$ cat src/rtl/fwd_hazard_if.sv
// ID-side request and EX operand-mux select bundle for the forwarding/hazard controller.
// The pipeline (master) presents the ID instruction and flush; the controller (slave) returns the selects and stall.
interface fwd_hazard_if #(
    parameter int REG_AW = 5,
    parameter int CNT_W  = 16
);
    logic              id_valid;
    logic [REG_AW-1:0] id_rs1;
    logic [REG_AW-1:0] id_rs2;
    logic              id_use_rs1;
    logic              id_use_rs2;
    logic [REG_AW-1:0] id_rd;
    logic              id_regwrite;
    logic              id_memread;
    logic              flush;
    logic              stall;
    logic              ex_bubble;
    logic [1:0]        fwd_a_sel;
    logic [1:0]        fwd_b_sel;
    logic [CNT_W-1:0]  stall_count;

    modport master (
        output id_valid, id_rs1, id_rs2, id_use_rs1, id_use_rs2,
               id_rd, id_regwrite, id_memread, flush,
        input  stall, ex_bubble, fwd_a_sel, fwd_b_sel, stall_count
    );

    modport slave (
        input  id_valid, id_rs1, id_rs2, id_use_rs1, id_use_rs2,
               id_rd, id_regwrite, id_memread, flush,
        output stall, ex_bubble, fwd_a_sel, fwd_b_sel, stall_count
    );
endinterface

$ cat src/rtl/fwd_hazard_ctrl.sv
// EX-stage forwarding select generator and load-use hazard detector for a 5-stage pipeline.
// Tracks shadow destination info for EX and MEM; selects are registered, stall is combinational.
module fwd_hazard_ctrl #(
    parameter int REG_AW = 5,
    parameter int CNT_W  = 16
) (
    input logic        clk,
    input logic        rst,
    fwd_hazard_if.slave bus
);
    localparam logic [1:0] SEL_RF  = 2'b00;
    localparam logic [1:0] SEL_EX  = 2'b01;
    localparam logic [1:0] SEL_MEM = 2'b10;

    logic              ex_v, ex_rw, ex_mr;
    logic [REG_AW-1:0] ex_rd;
    logic              mem_v, mem_rw;
    logic [REG_AW-1:0] mem_rd;

    logic              ex_bubble;
    logic [1:0]        fwd_a_sel, fwd_b_sel;
    logic [CNT_W-1:0]  stall_count;

    logic              stall_c;
    logic [1:0]        sel_a_c, sel_b_c;

    // Youngest producer wins: EX is checked before MEM; x0 never produces.
    function automatic logic [1:0] pick_sel(
        input logic              use_r,
        input logic [REG_AW-1:0] r,
        input logic              exv, exrw,
        input logic [REG_AW-1:0] exrd,
        input logic              memv, memrw,
        input logic [REG_AW-1:0] memrd
    );
        logic [1:0] s;
        s = SEL_RF;
        if (use_r && r != '0) begin
            if (exv && exrw && exrd == r)
                s = SEL_EX;
            else if (memv && memrw && memrd == r)
                s = SEL_MEM;
        end
        return s;
    endfunction

    always_comb begin
        stall_c = 1'b0;
        if (!rst && bus.id_valid && !bus.flush && ex_v && ex_mr) begin
            stall_c = (bus.id_use_rs1 && ex_rd == bus.id_rs1 && bus.id_rs1 != '0) ||
                      (bus.id_use_rs2 && ex_rd == bus.id_rs2 && bus.id_rs2 != '0);
        end
        sel_a_c = pick_sel(bus.id_use_rs1, bus.id_rs1, ex_v, ex_rw, ex_rd, mem_v, mem_rw, mem_rd);
        sel_b_c = pick_sel(bus.id_use_rs2, bus.id_rs2, ex_v, ex_rw, ex_rd, mem_v, mem_rw, mem_rd);
    end

    always_ff @(posedge clk) begin
        if (rst) begin
            ex_v        <= 1'b0;
            ex_rw       <= 1'b0;
            ex_mr       <= 1'b0;
            ex_rd       <= '0;
            mem_v       <= 1'b0;
            mem_rw      <= 1'b0;
            mem_rd      <= '0;
            fwd_a_sel   <= SEL_RF;
            fwd_b_sel   <= SEL_RF;
            ex_bubble   <= 1'b1;
            stall_count <= '0;
        end else begin
            // The instruction leaving EX always advances, even on flush or stall.
            mem_v  <= ex_v;
            mem_rw <= ex_rw;
            mem_rd <= ex_rd;
            if (bus.flush || stall_c) begin
                ex_v      <= 1'b0;
                ex_rw     <= 1'b0;
                ex_mr     <= 1'b0;
                ex_rd     <= '0;
                fwd_a_sel <= SEL_RF;
                fwd_b_sel <= SEL_RF;
                ex_bubble <= 1'b1;
                if (!bus.flush && stall_count != '1)
                    stall_count <= stall_count + 1'b1;
            end else begin
                ex_v      <= bus.id_valid;
                ex_rw     <= bus.id_regwrite;
                ex_mr     <= bus.id_memread;
                ex_rd     <= bus.id_rd;
                fwd_a_sel <= bus.id_valid ? sel_a_c : SEL_RF;
                fwd_b_sel <= bus.id_valid ? sel_b_c : SEL_RF;
                ex_bubble <= ~bus.id_valid;
            end
        end
    end

    assign bus.stall       = stall_c;
    assign bus.ex_bubble   = ex_bubble;
    assign bus.fwd_a_sel   = fwd_a_sel;
    assign bus.fwd_b_sel   = fwd_b_sel;
    assign bus.stall_count = stall_count;
endmodule

$ cat src/flat_wrapper.sv
// flat-port wrapper written by rule: the top's interface ports become plain ports
module fwd_hazard_ctrl_flat 
#(
    parameter int REG_AW = 5,
    parameter int CNT_W  = 16
)
  (clk, rst, bus_id_valid, bus_id_rs1, bus_id_rs2, bus_id_use_rs1, bus_id_use_rs2, bus_id_rd, bus_id_regwrite, bus_id_memread, bus_flush, bus_stall, bus_ex_bubble, bus_fwd_a_sel, bus_fwd_b_sel, bus_stall_count);
  fwd_hazard_if #(.REG_AW(REG_AW), .CNT_W(CNT_W)) bus_i ();
  input logic clk;
  input logic rst;
  input wire logic [$bits(bus_i.id_valid)-1:0] bus_id_valid;
  input wire logic [$bits(bus_i.id_rs1)-1:0] bus_id_rs1;
  input wire logic [$bits(bus_i.id_rs2)-1:0] bus_id_rs2;
  input wire logic [$bits(bus_i.id_use_rs1)-1:0] bus_id_use_rs1;
  input wire logic [$bits(bus_i.id_use_rs2)-1:0] bus_id_use_rs2;
  input wire logic [$bits(bus_i.id_rd)-1:0] bus_id_rd;
  input wire logic [$bits(bus_i.id_regwrite)-1:0] bus_id_regwrite;
  input wire logic [$bits(bus_i.id_memread)-1:0] bus_id_memread;
  input wire logic [$bits(bus_i.flush)-1:0] bus_flush;
  output wire logic [$bits(bus_i.stall)-1:0] bus_stall;
  output wire logic [$bits(bus_i.ex_bubble)-1:0] bus_ex_bubble;
  output wire logic [$bits(bus_i.fwd_a_sel)-1:0] bus_fwd_a_sel;
  output wire logic [$bits(bus_i.fwd_b_sel)-1:0] bus_fwd_b_sel;
  output wire logic [$bits(bus_i.stall_count)-1:0] bus_stall_count;
  assign bus_i.id_valid = bus_id_valid;
  assign bus_i.id_rs1 = bus_id_rs1;
  assign bus_i.id_rs2 = bus_id_rs2;
  assign bus_i.id_use_rs1 = bus_id_use_rs1;
  assign bus_i.id_use_rs2 = bus_id_use_rs2;
  assign bus_i.id_rd = bus_id_rd;
  assign bus_i.id_regwrite = bus_id_regwrite;
  assign bus_i.id_memread = bus_id_memread;
  assign bus_i.flush = bus_flush;
  assign bus_stall = bus_i.stall;
  assign bus_ex_bubble = bus_i.ex_bubble;
  assign bus_fwd_a_sel = bus_i.fwd_a_sel;
  assign bus_fwd_b_sel = bus_i.fwd_b_sel;
  assign bus_stall_count = bus_i.stall_count;
  fwd_hazard_ctrl #(.REG_AW(REG_AW), .CNT_W(CNT_W)) u_core (.clk(clk), .rst(rst), .bus(bus_i));
endmodule
$ cat config.mk
export PLATFORM = sky130hd
export DESIGN_NAME = fwd_hazard_ctrl_flat
export DESIGN_NICKNAME = d
export VERILOG_FILES = /design/src/rtl/fwd_hazard_if.sv /design/src/rtl/fwd_hazard_ctrl.sv /design/src/flat_wrapper.sv
export SDC_FILE = /design/constraint.sdc
export NUM_CORES = 1
export LEC_CHECK = 0
export BUFFER_PORTS_ARGS = -buffer_cell sky130_fd_sc_hd__buf_4
export CAP_MARGIN = 0
export CORE_UTILIZATION = 40
export CTS_CLUSTER_SIZE = 10
export DETAILED_ROUTE_END_ITERATION = 8
export SLEW_MARGIN = 5
export SYNTH_ARGS = -nofsm -noshare
export SYNTH_HDL_FRONTEND = slang
export SYNTH_SLANG_ARGS = --single-unit
$ cat constraint.sdc
create_clock -name clk -period 4.3 [get_ports clk]
set_clock_uncertainty 0.2 [all_clocks]
set_input_delay 0.215 -clock clk [delete_from_list [all_inputs] [get_ports clk]]
set_output_delay 0.215 -clock clk [all_outputs]
set_load 0.005 [all_outputs]
==> results of run 1 <==
## cell usage in the layout, fill, tap and decap left out, types with 2 or more instances in the layout
cell type,synthesis,routed
clkbuf_8,0,5
or3_1,2,2
inv_1,8,8
and3_1,9,9
nand3_1,6,6
nand2_1,12,12
xnor2_1,6,6
a21oi_1,10,10
or4_1,6,6
nor2b_1,9,9
and4_1,2,2
nor2_1,9,9
buf_4,1,44
nor4_1,8,8
mux2_2,3,3
or3b_1,2,2
o31ai_1,7,7
dfxtp_1,36,36
o21ai_0,4,4
nand4_1,9,9
xor2_1,14,14
o211ai_1,3,3
dlygate4sd3_1,0,7
a31o_2,3,3
## logic make-up after synthesis
group | count (synthesis) | share of synthesized area
flops | 36 | 0.4328
buf+inv | 13 | 0.03606
mux | 3 | 0.02028
simple gates | 79 | 0.2750
fa+ha+maj | 1 | 0.007512
compound gates | 31 | 0.1232
xor+xnor | 20 | 0.1052
## sequential cells by signal, summed over array words and instances (netlist names)
signal and count:
u_core.bus.ex_bubble 1, u_core.bus.fwd_a_sel 2, u_core.bus.fwd_b_sel 2, u_core.bus.stall_count 16, u_core.ex_mr 1, u_core.ex_rd 5
u_core.ex_rw 1, u_core.ex_v 1, u_core.mem_rd 5, u_core.mem_rw 1, u_core.mem_v 1
## metal layers
layer  vias up  routed length [um]  track usage
met5         -                   0            0
met4         0                  21      0.05585
met3         2                 172      0.04795
met2        33                1905       0.3495
met1       704                1751       0.2332
li1        775                   -            -
## timing repair
action | 4_1_cts | 5_1_grt
buffers inserted | 0 | 0
hold endpoints to repair | 7 | 0
hold buffers | 7 | 0
## critical path, cell delays in order
cell     delay, ps
buf_4          130
or4_1          510
o21ai_0        340
or3b_1         230
a21o_1         480
inv_1          190
buf_4          180
## layout make-up
cell class / instances / share of cell area
Clock buffer: 6 / 0.03290
Timing Repair Buffer: 51 / 0.1815
Clock inverter: 2 / 0.01588
Sequential cell: 36 / 0.3267
Tap cell: 50 / 0.02836
Multi-Input combinational cell: 134 / 0.4010
Inverter: 8 / 0.01361
## power breakdown
part	switching, mW	internal, mW
clock	0.115	0.172
sequential	0.00387	0.338
combinational	0.0242	0.0303
## path summary, 6_finish.rpt
| kind | startpoint | end | slack (ps) | cells after the start |
|---|---|---|---|---|
| min | bus_id_valid | u_core.bus.ex_bubble | 70 | 2 |
| max reg2reg | u_core.ex_rd[2] | u_core.bus.stall_count[5] | 1640 | 6 |
| max | bus_id_rs2[1] | bus_stall | 1610 | 7 |
| min reg2reg | u_core.ex_rw | u_core.mem_rw | 260 | 1 |
## metrics by stage
| stage | area [um^2] | hold WS, ps | setup WS (ps) | instances | total power, mW |
|---|---|---|---|---|---|
| 3_5_place_dp | 2028 | 248.1 | 1510 | 272 | 0.3998 |
| 3_3_place_gp | 2028 | 243.7 | 1601 | 272 | 0.3985 |
| 6_report | 2206 | 70.09 | 1613 | 287 | 0.6841 |
| 4_1_cts | 2206 | 64.22 | 1618 | 287 | 0.6904 |
| 2_1_floorplan | 1665 | 160.9 | 1962 | 183 | 0.3733 |
| 5_1_grt | 2206 | 81.83 | 1387 | 287 | 0.7138 |
==> key figures, run 1 <==
CTS
  – CTS tree: built
  – Max clock buf depth: 2
  – Worst skew pair latency: 280 ps
  – Clock Sinks: 36
  – Gates resized, CTS repair: 0
  – Clk slew on worst S/H paths: 70 ps
  – Root buf cell: clkbuf_8
  – CTS buffer count: 5
  – H-tree Lvls: 2

Setup path
  – Critical Path RT: 3880 ps
  – Setup crit end kind: primary output
  – CP Launch Type: input pin
  – Worst EP arrival: 2270 ps
  – Crit path max fanout: 21
  – Type of the worst setup path: input pin to primary output

Timing
  – Part of the cycle the worst path needs: 0.6249
  – Slew Viols, Final: 0
  – Fin crit period: 2687 ps
  – Final setup vio count: 0
  – Fmax: 372.1 MHz
  – Setup TNS: 0 ps
  – Worst-margin pin slew: 629.9 ps
  – Final hold vios: 0
  – Relative slew slack: 0.5792
  – RSZ-0062 raised after global routing: false

Route
  – Drt total wl: 3851 um
  – Pre-Repair DR Iteration Count: 4
  – DRT antenna net count: 0
  – Starting DRC count in detailed routing: 70
  – DR vias: 1,514
  – DRC viols: 0
  – WL/cell: 13.42 um
  – Routed vias/inst: 5.275

Die
  – Die area: 4426 um^2
  – Initial Utilization: 0.4163
  – # rows: 23
  – I/O Pins: 45
  – Chip Width: 66.53 um
  – Vert. Die Dim: 66.53 um
  – Core Area: 4000 um^2

Synth
  – Cells after Synth: 183
  – Post-synth top area share: 0.4328
  – Average size of a mapped cell: 9.100 um^2
  – Synth top cells by count: dfxtp_1, xor2_1, nand2_1
  – Synth Cell Area: 1665 um^2
  – Ys async rst share: 0
  – FF+latch count, synth: 36
  – Count of cell types in the netlist: 35
  – Area leader, netlist: dfxtp_1
  – Post-synth net total: 207
  – Yosys warns: 0
  – Primary FF master, synth: dfxtp_1
  – Count leader, synth: dfxtp_1
  – Sequential cell area fraction in the yosys report: 0.4328
  – EDFF count, synth: 0
  – Synth area leaders: dfxtp_1, xor2_1, and3_1

Placed design
  – Dpl hpwl: 2843 um
  – GPL Wtd Cong: 0.7708
  – Port Buffer Count: 44

Min path
  – Hold crit path type: input pin to flip-flop

Global route
  – Initial antenna violation count: 0
  – GRT overflow: 0
  – Largest net degree at the start of global routing: 26
  – Vias in the first global route: 1,513
  – First-pass GRT wire length: 6610 um
  – Total GRT Usage: 0.1969

Cells and area
  – Area Overhead vs Synth: 32.46%
  – ANT cells: 0
  – Area of the multi-input gates: 884.6 um^2
  – Sequential cell area: 720.7 um^2
  – Share of cells above drive strength 1: 0.2489
  – Fillers: 375
  – Final net count: 260
  – Util after Layout: 0.5515

Flow run
  – Max cap viols: 0

Power
  – Pwr/cell area: 310.1 nW/um^2
  – LEAKAGE: 0.9092 nW
  – Worst IR drop on VDD: 0.2442 mV

Outcome
  – Status: finished clean
Power figures use the tool's default switching activity.
==> run 2, diff against run 1 <==
--- a/config.mk
+++ b/config.mk
@@ -5,6 +5,7 @@
 export SDC_FILE = /design/constraint.sdc
 export NUM_CORES = 1
 export LEC_CHECK = 0
+export ABC_AREA = 1
 export BUFFER_PORTS_ARGS = -buffer_cell sky130_fd_sc_hd__buf_4
 export CAP_MARGIN = 0
 export CORE_UTILIZATION = 40
==> constraint.sdc (replaced) <==
create_clock -name clk -period 2.2 [get_ports clk]
set_clock_uncertainty 0.2 [all_clocks]
set_input_delay 0.11 -clock clk [delete_from_list [all_inputs] [get_ports clk]]
set_output_delay 0.11 -clock clk [all_outputs]
set_load 0.005 [all_outputs]
==> run 2 against run 1 <==
The run now ends with DRC left. Utilization increased by 0.79 points. Register-to-register slack got worse by 1400 ps. Critical path depth increased by 1. Clock power increased by 59%. Critical path type is now input pin to flip-flop. Largest cell class unchanged.
==> key figures, run 2 <==
Timing
  – Fin crit period: 2008 ps
  – Final setup vio count: 0 (unchanged)
  – Final hold vios: 0 (unchanged)
  – Relative slew slack: 0.7255 (was 0.5792)
  – Part of the cycle the worst path needs: 0.9128
  – Fin Hold WS: 44.16 ps (was 70.09 ps)
  – RSZ-0062 raised after global routing: false (unchanged)
  – Slew Viols, Final: 0 (unchanged)
  – Worst Setup Slack, final: 191.8 ps (was 1613 ps)
  – Setup TNS: 0 ps (unchanged)
  – Worst-margin pin slew: 409.5 ps (was 629.9 ps)
  – Fmax: 498.0 MHz

Cells and area
  – Util after Layout: 0.5594 (was 0.5515)
  – Final std cell area, no fill: 2486 um^2 (was 2206 um^2)
  – Final net count: 347 (was 260)
  – ANT cells: 0 (unchanged)
  – Commonest non-fill, non-tap cells in the layout: nand2_1, buf_4, inv_1, dfxtp_1, nor2_1 (was buf_4, dfxtp_1, xor2_1, nand2_1, a21oi_1)
  – Top Registers: u_core.bus.stall_count: 16 flops, u_core.ex_rd: 5 flops, u_core.mem_rd: 5 flops (unchanged)
  – Most flops, register: u_core.bus.stall_count (unchanged)
  – Fillers: 438 (was 375)
  – Max reg flops: 16 (unchanged)
  – Share of cells above drive strength 1: 0.2322 (was 0.2489)
  – Sequential cell area: 720.7 um^2 (unchanged)
  – Area of the multi-input gates: 982.2 um^2 (was 884.6 um^2)
  – Area Overhead vs Synth: 31.42% (was 32.46%)

Synth
  – Post-synth top area share: 0.3810 (was 0.4328)
  – Count leader, synth: nand2_1 (was dfxtp_1)
  – Synth area leaders: dfxtp_1, nand2_1, xor2_1 (was dfxtp_1, xor2_1, and3_1)
  – Ys async rst share: 0 (unchanged)
  – Average size of a mapped cell: 7.248 um^2 (was 9.100 um^2)
  – Synth top cells by count: nand2_1, inv_1, dfxtp_1 (was dfxtp_1, xor2_1, nand2_1)
  – Cells after Synth: 261 (was 183)
  – Synth Cell Area: 1892 um^2 (was 1665 um^2)
  – Count of cell types in the netlist: 28 (was 35)
  – EDFF count, synth: 0 (unchanged)
  – Area leader, netlist: dfxtp_1 (unchanged)
  – Sequential cell area fraction in the yosys report: 0.3810 (was 0.4328)
  – Primary FF master, synth: dfxtp_1 (unchanged)
  – Yosys warns: 0 (unchanged)
  – FF+latch count, synth: 36 (unchanged)
  – Post-synth net total: 285 (was 207)

Die
  – Die area: 5008 um^2 (was 4426 um^2)
  – # rows: 24 (was 23)
  – Core Area: 4444 um^2 (was 4000 um^2)
  – Initial Utilization: 0.4257 (was 0.4163)
  – Chip Width: 70.77 um (was 66.53 um)
  – I/O Pins: 45 (unchanged)
  – Vert. Die Dim: 70.77 um (was 66.53 um)

Setup path
  – Flop2flop setup slack: 260 ps (was 1640 ps)
  – Worst reg2reg path startpoint: u_core.bus.stall_count[1] (was u_core.ex_rd[2])
  – WP depth: 8 (was 7)
  – Reg2Reg Depth: 9 (was 6)
  – Crit path buf inv count: 3 (unchanged)
  – Setup crit end kind: flip-flop (was primary output)
  – CP Cell Sequence: dlygate4sd3_1 -> buf_4 -> inv_2 -> nand3_1 -> nor3_2 -> nand4_2 -> nand2_1 -> a21oi_2 (was buf_4 -> or4_1 -> o21ai_0 -> or3b_1 -> a21o_1 -> inv_1 -> buf_4)
  – CP endpoint: u_core.bus.stall_count[11] (was bus_stall)
  – Crit path max fanout: 13 (was 21)
  – Worst EP arrival: 1980 ps (was 2270 ps)
  – Worst r2r dst: u_core.bus.stall_count[11] (was u_core.bus.stall_count[5])
  – Cell family with the largest share of critical-path delay: simple AND/OR/NAND/NOR gates (was compound AO/OA/AOI/OAI gates)
  – Largest stage delay, worst path: 530 ps (was 510 ps)
  – Critical Path RT: 2170 ps (was 3880 ps)
  – Slowest-stage cell, CP: dlygate4sd3_1 (was or4_1)
  – CP startpoint: bus_flush (was bus_id_rs2[1])
  – Type of the worst setup path: input pin to flip-flop (was input pin to primary output)
  – CP Launch Type: input pin (unchanged)

Power
  – Worst IR drop on VDD: 0.3083 mV (was 0.2442 mV)
  – Pwr/cell area: 513.7 nW/um^2 (was 310.1 nW/um^2)
  – LEAKAGE: 1.066 nW (was 0.9092 nW)

Route
  – Drt total wl: 4552 um (was 3851 um)
  – WL/cell: 12.14 um (was 13.42 um)
  – DR vias: 1,782 (was 1,514)
  – DRT antenna net count: 0 (unchanged)
  – Pre-Repair DR Iteration Count: 6 (was 4)
  – Starting DRC count in detailed routing: 69 (was 70)
  – Routed vias/inst: 4.752 (was 5.275)
  – DRC viols: 6 (was 0)

Placed design
  – Port Buffer Count: 44 (unchanged)
  – Dpl hpwl: 3383 um (was 2843 um)
  – Setup WS pre-CTS: 301.3 ps (was 1510 ps)
  – Dpl cell area: 2275 um^2 (was 2028 um^2)
  – GPL Wtd Cong: 0.8423 (was 0.7708)

Outcome
  – Failing checks: DRC
  – Status: finished with violations (was finished clean)

CTS
  – Gates resized, CTS repair: 0 (unchanged)
  – CTS tree: built (unchanged)
  – Max clock buf depth: 2 (unchanged)
  – H-tree Lvls: 2 (unchanged)
  – Clk slew on worst S/H paths: 70 ps (about the same)
  – Clock Sinks: 36 (unchanged)
  – Root buf cell: clkbuf_8 (unchanged)
  – Worst skew pair latency: 290 ps (was 280 ps)
  – CTS buffer count: 5 (unchanged)

Global route
  – Vias in the first global route: 1,719 (was 1,513)
  – GRT overflow: 0 (unchanged)
  – Total GRT Usage: 0.1948 (was 0.1969)
  – Initial antenna violation count: 0 (unchanged)
  – Largest net degree at the start of global routing: 24 (was 26)
  – First-pass GRT wire length: 7590 um (was 6610 um)

Flow run
  – Max cap viols: 0 (unchanged)

Min path
  – Hold Crit Depth: 6 (was 2)
  – Hold crit path type: input pin to flip-flop (unchanged)
==> run 2: how the worst min path moves through the flow <==
stage | startpoint | to | slack (ps)
4_1_cts | bus_id_rs2[0] | u_core.bus.fwd_b_sel[1] | 40
5_1_grt | bus_id_rs2[2] | u_core.bus.fwd_b_sel[1] | 70
3_3_place_gp | bus_id_rd[1] | u_core.ex_rd[1] | 130
2_1_floorplan | bus_id_memread | u_core.ex_mr | 20
3_5_place_dp | bus_id_rd[0] | u_core.ex_rd[0] | 130
6_report | bus_id_rs2[0] | u_core.bus.fwd_b_sel[1] | 40
==> run 2: layout make-up <==
class	count	area share
Clock buffer	5	0.02768
Clock inverter	2	0.005033
Inverter	41	0.06190
Multi-Input combinational cell	179	0.3951
Sequential cell	36	0.2899
Tap cell	52	0.02617
Timing Repair Buffer	60	0.1943
==> run 2: report_power, final <==
| group | switching (mW) | internal (mW) |
|---|---|---|
| combinational | 0.0710 | 0.0756 |
| clock | 0.240 | 0.214 |
| sequential | 0.0122 | 0.664 |
==> run 2: what timing repair did <==
action	in CTS	in global routing
hold buffers	13	0
buffers inserted	0	0
endpoints found under the hold margin	25	0
==> run 2: tightest hold or removal path, stage by stage <==
cell and delay [ps]:
buf_4 90, inv_1 50, nor2_1 80, nor4_1 70
nand2_1 50, nor2_1 40
==> run 2: kinds of logic after synthesis <==
kind of cell             share of synthesized area
XOR/XNOR                                    0.1204
flip-flops                                  0.3810
AO/OA/AOI/OAI                              0.05357
AND/OR/NAND/NOR                             0.3386
adder cells (fa/ha/maj)                   0.006613
buffers and inverters                      0.09987
==> run 2: metal layers <==
layer / wire, um / vias up / global-route usage
met4: 79 / 0 / 0.07556
li1: - / 941 / -
met1: 2206 / 790 / 0.2453
met3: 209 / 8 / 0.04843
met5: 0 / - / 0
met2: 2056 / 43 / 0.3216
==> run 2: through the flow <==
step	power, mW	cells
after detailed placement	0.8196	355
after CTS	1.287	375
after global placement	0.8187	355
after floorplan	0.7585	261
after global routing	1.336	375
final	1.277	375
==> run 3, diff against run 2 <==
--- a/config.mk
+++ b/config.mk
@@ -7,11 +7,13 @@
 export LEC_CHECK = 0
 export ABC_AREA = 1
 export BUFFER_PORTS_ARGS = -buffer_cell sky130_fd_sc_hd__buf_4
-export CAP_MARGIN = 0
+export CAP_MARGIN = 20
 export CORE_UTILIZATION = 40
 export CTS_CLUSTER_SIZE = 10
 export DETAILED_ROUTE_END_ITERATION = 8
+export RECOVER_POWER = 100
 export SLEW_MARGIN = 5
 export SYNTH_ARGS = -nofsm -noshare
 export SYNTH_HDL_FRONTEND = slang
 export SYNTH_SLANG_ARGS = --single-unit
+export TNS_END_PERCENT = 50
==> run 3 against run 2 <==
The flow still finishes with violations (DRC). Fmax up 1.2%. Sequential share of layout area up 0.24 points. Count of clock-buffer cells in the layout unchanged. Routed wire length down 0.13%. Power down 0.45%. Utilization down 0.45 points. Global-route usage unchanged. Via count down 0.56%. First-iteration DRC count up 12%. Combinational power about the same. Non-clock buffer count unchanged. Critical path type unchanged.
==> key figures, run 3 (same netlist as run 2, synthesis figures left out) <==
Outcome
  – Status: finished with violations (unchanged)
  – Failing checks: DRC (unchanged)

Die
  – Core Area: 4444 um^2 (unchanged)
  – Initial Utilization: 0.4257 (unchanged)
  – Chip Width: 70.77 um (unchanged)
  – Die area: 5008 um^2 (unchanged)
  – Vert. Die Dim: 70.77 um (unchanged)
  – I/O Pins: 45 (unchanged)
  – # rows: 24 (unchanged)

Setup path
  – Setup crit end kind: flip-flop (unchanged)
  – Type of the worst setup path: input pin to flip-flop (unchanged)
  – Flop2flop setup slack: 230 ps (was 260 ps)
  – Crit path max fanout: 14 (was 13)
  – Slowest-stage cell, CP: dlygate4sd3_1 (unchanged)
  – Worst reg2reg path startpoint: u_core.bus.stall_count[0] (was u_core.bus.stall_count[1])
  – CP endpoint: u_core.bus.ex_bubble (was u_core.bus.stall_count[11])
  – Worst r2r dst: u_core.bus.stall_count[11] (unchanged)
  – CP startpoint: bus_id_rs1[4] (was bus_flush)
  – Reg2Reg Depth: 9 (unchanged)
  – CP Launch Type: input pin (unchanged)
  – Worst EP arrival: 1970 ps (was 1980 ps)
  – Largest stage delay, worst path: 540 ps (was 530 ps)
  – CP Cell Sequence: dlygate4sd3_1 -> buf_4 -> nand3b_1 -> nand2_1 -> inv_1 -> nand3_2 -> nand2_4 -> nand2_1 -> nand2_4 -> nor2_2 -> inv_2 -> nor2_1 -> inv_1 (was dlygate4sd3_1 -> buf_4 -> inv_2 -> nand3_1 -> nor3_2 -> nand4_2 -> nand2_1 -> a21oi_2)
  – Critical Path RT: 2180 ps (was 2170 ps)

Global route
  – GR Layer Usage met3: 0.04843 (unchanged)
  – GRT Max-Usage Layer: met2 (unchanged)
  – First-pass GRT wire length: 7590 um (unchanged)
  – Initial antenna violation count: 0 (unchanged)
  – Largest net degree at the start of global routing: 24 (unchanged)
  – Met1 usage: 0.2453 (unchanged)
  – Vias in the first global route: 1,719 (unchanged)
  – Total GRT Usage: 0.1948 (unchanged)
  – Met2 global-route usage: 0.3216 (unchanged)
  – GRT overflow: 0 (unchanged)

Timing
  – Worst Setup Slack, final: 216.3 ps (was 191.8 ps)
  – Part of the cycle the worst path needs: 0.9017 (was 0.9128)
  – Fin crit period: 1984 ps (was 2008 ps)
  – Fmax: 504.1 MHz (was 498.0 MHz)
  – Relative slew slack: 0.7332 (was 0.7255)
  – Final hold vios: 0 (unchanged)
  – Final setup vio count: 0 (unchanged)
  – Fin Hold WS: 45.41 ps (was 44.16 ps)
  – RSZ-0062 raised after global routing: false (unchanged)
  – Slew Viols, Final: 0 (unchanged)
  – Worst-margin pin slew: 399.2 ps (was 409.5 ps)
  – Setup TNS: 0 ps (unchanged)

Cells and area
  – Fillers: 444 (was 438)
  – ANT cells: 0 (unchanged)
  – Area Overhead vs Synth: 30.36% (was 31.42%)
  – Final net count: 347 (unchanged)
  – Most common cell after layout, fill and taps aside: nand2_1
  – Max reg flops: 16 (unchanged)
  – Commonest non-fill, non-tap cells in the layout: nand2_1, inv_1, nor2_1, dfxtp_1, buf_4 (was nand2_1, buf_4, inv_1, dfxtp_1, nor2_1)
  – Top Registers: u_core.bus.stall_count: 16 flops, u_core.ex_rd: 5 flops, u_core.mem_rd: 5 flops (unchanged)
  – Cell Count, Final, Fillers Out: 375 (unchanged)
  – Share of cells above drive strength 1: 0.2167 (was 0.2322)
  – Most flops, register: u_core.bus.stall_count (unchanged)

Power
  – Worst IR drop on VDD: 0.3069 mV (was 0.3083 mV)
  – Pwr/cell area: 515.5 nW/um^2 (was 513.7 nW/um^2)
  – LEAKAGE: 1.047 nW (was 1.066 nW)

CTS
  – H-tree Lvls: 2 (unchanged)
  – Clock Sinks: 36 (unchanged)
  – Gates resized, CTS repair: 0 (unchanged)
  – Max clock buf depth: 2 (unchanged)
  – CTS tree: built (unchanged)
  – Root buf cell: clkbuf_8 (unchanged)
  – Worst skew pair latency: 280 ps (was 290 ps)
  – Clk slew on worst S/H paths: 70 ps (about the same)
  – CTS buffer count: 5 (unchanged)
  – Setup bufs post-CTS: 0 (unchanged)

Route
  – WL/cell: 12.12 um (was 12.14 um)
  – DR vias: 1,772 (was 1,782)
  – DRC viols: 6 (unchanged)
  – Routed vias/inst: 4.725 (was 4.752)
  – Pre-Repair DR Iteration Count: 6 (unchanged)
  – DRT antenna net count: 0 (unchanged)
  – Drt total wl: 4546 um (was 4552 um)
  – Starting DRC count in detailed routing: 77 (was 69)

Placed design
  – Setup WS pre-CTS: 301.3 ps (unchanged)
  – Dpl hpwl: 3383 um (unchanged)
  – GPL Wtd Cong: 0.8423 (unchanged)
  – Port Buffer Count: 44 (unchanged)
  – Placed cells: 355 (unchanged)

Flow run
  – Max cap viols: 0 (unchanged)

Min path
  – Hold crit path type: input pin to flip-flop (unchanged)
## run 3: cell count changes in the layout (fill, tap and decap cells not counted), sizes merged
| cell | before | now |
|---|---|---|
| buf | 47 | 25 |
| clkbuf | 5 | 27 |
## run 3: critical path: cells and delay by family
family        cells  cell delay, ps
buf+inv           5             900
simple gates      8             950
## run 3: what timing repair did
item,CTS,global route
hold buffers,13,0
setup endpoints to repair,0,0
endpoints found under the hold margin,25,0
## run 3: layout make-up
class	count	area, um^2	share of cell area
multi-input combinational	179	969.7	0.3932
sequential	36	720.7	0.2922
timing repair buffer	60	475.5	0.1928
inverter	41	153.9	0.06240
clock buffer	5	68.82	0.02790
tap	52	65.06	0.02638
clock inverter	2	12.51	0.005074
## run 3: worst min path at each step
| stage | startpoint | end | depth (start not counted) |
|---|---|---|---|
| floorplan | bus_id_memread | u_core.ex_mr | 2 |
| global placement | bus_id_rd[1] | u_core.ex_rd[1] | 3 |
| detailed placement | bus_id_rd[0] | u_core.ex_rd[0] | 3 |
| CTS | bus_id_rs2[0] | u_core.bus.fwd_b_sel[1] | 6 |
| global route | bus_id_rs2[2] | u_core.bus.fwd_b_sel[1] | 6 |
| finish | bus_id_rs2[0] | u_core.bus.fwd_b_sel[1] | 6 |
## run 3: stage by stage
step | total power, mW | util | instance area [um^2]
after detailed placement | 0.8196 | 0.5118 | 2275
final | 1.271 | 0.5549 | 2466
after CTS | 1.287 | 0.5594 | 2486
after global placement | 0.8187 | 0.5118 | 2275
after floorplan | 0.7585 | - | 1892
after global routing | 1.334 | 0.5549 | 2466
## run 3: report_power, final
group / leakage [nW] / internal, mW / switching (mW)
Clock: 0.0400 / 0.214 / 0.236
Combinational: 0.714 / 0.0744 / 0.0706
Sequential: 0.292 / 0.664 / 0.0121
## run 3: per-layer routing
layer  share of wire  vias up  routed length [um]
li1                -      941                   -
met5               0        -                   0
met1            0.49      783                2206
met3           0.045        8                 203
met2            0.45       40                2056
met4           0.017        0                  79
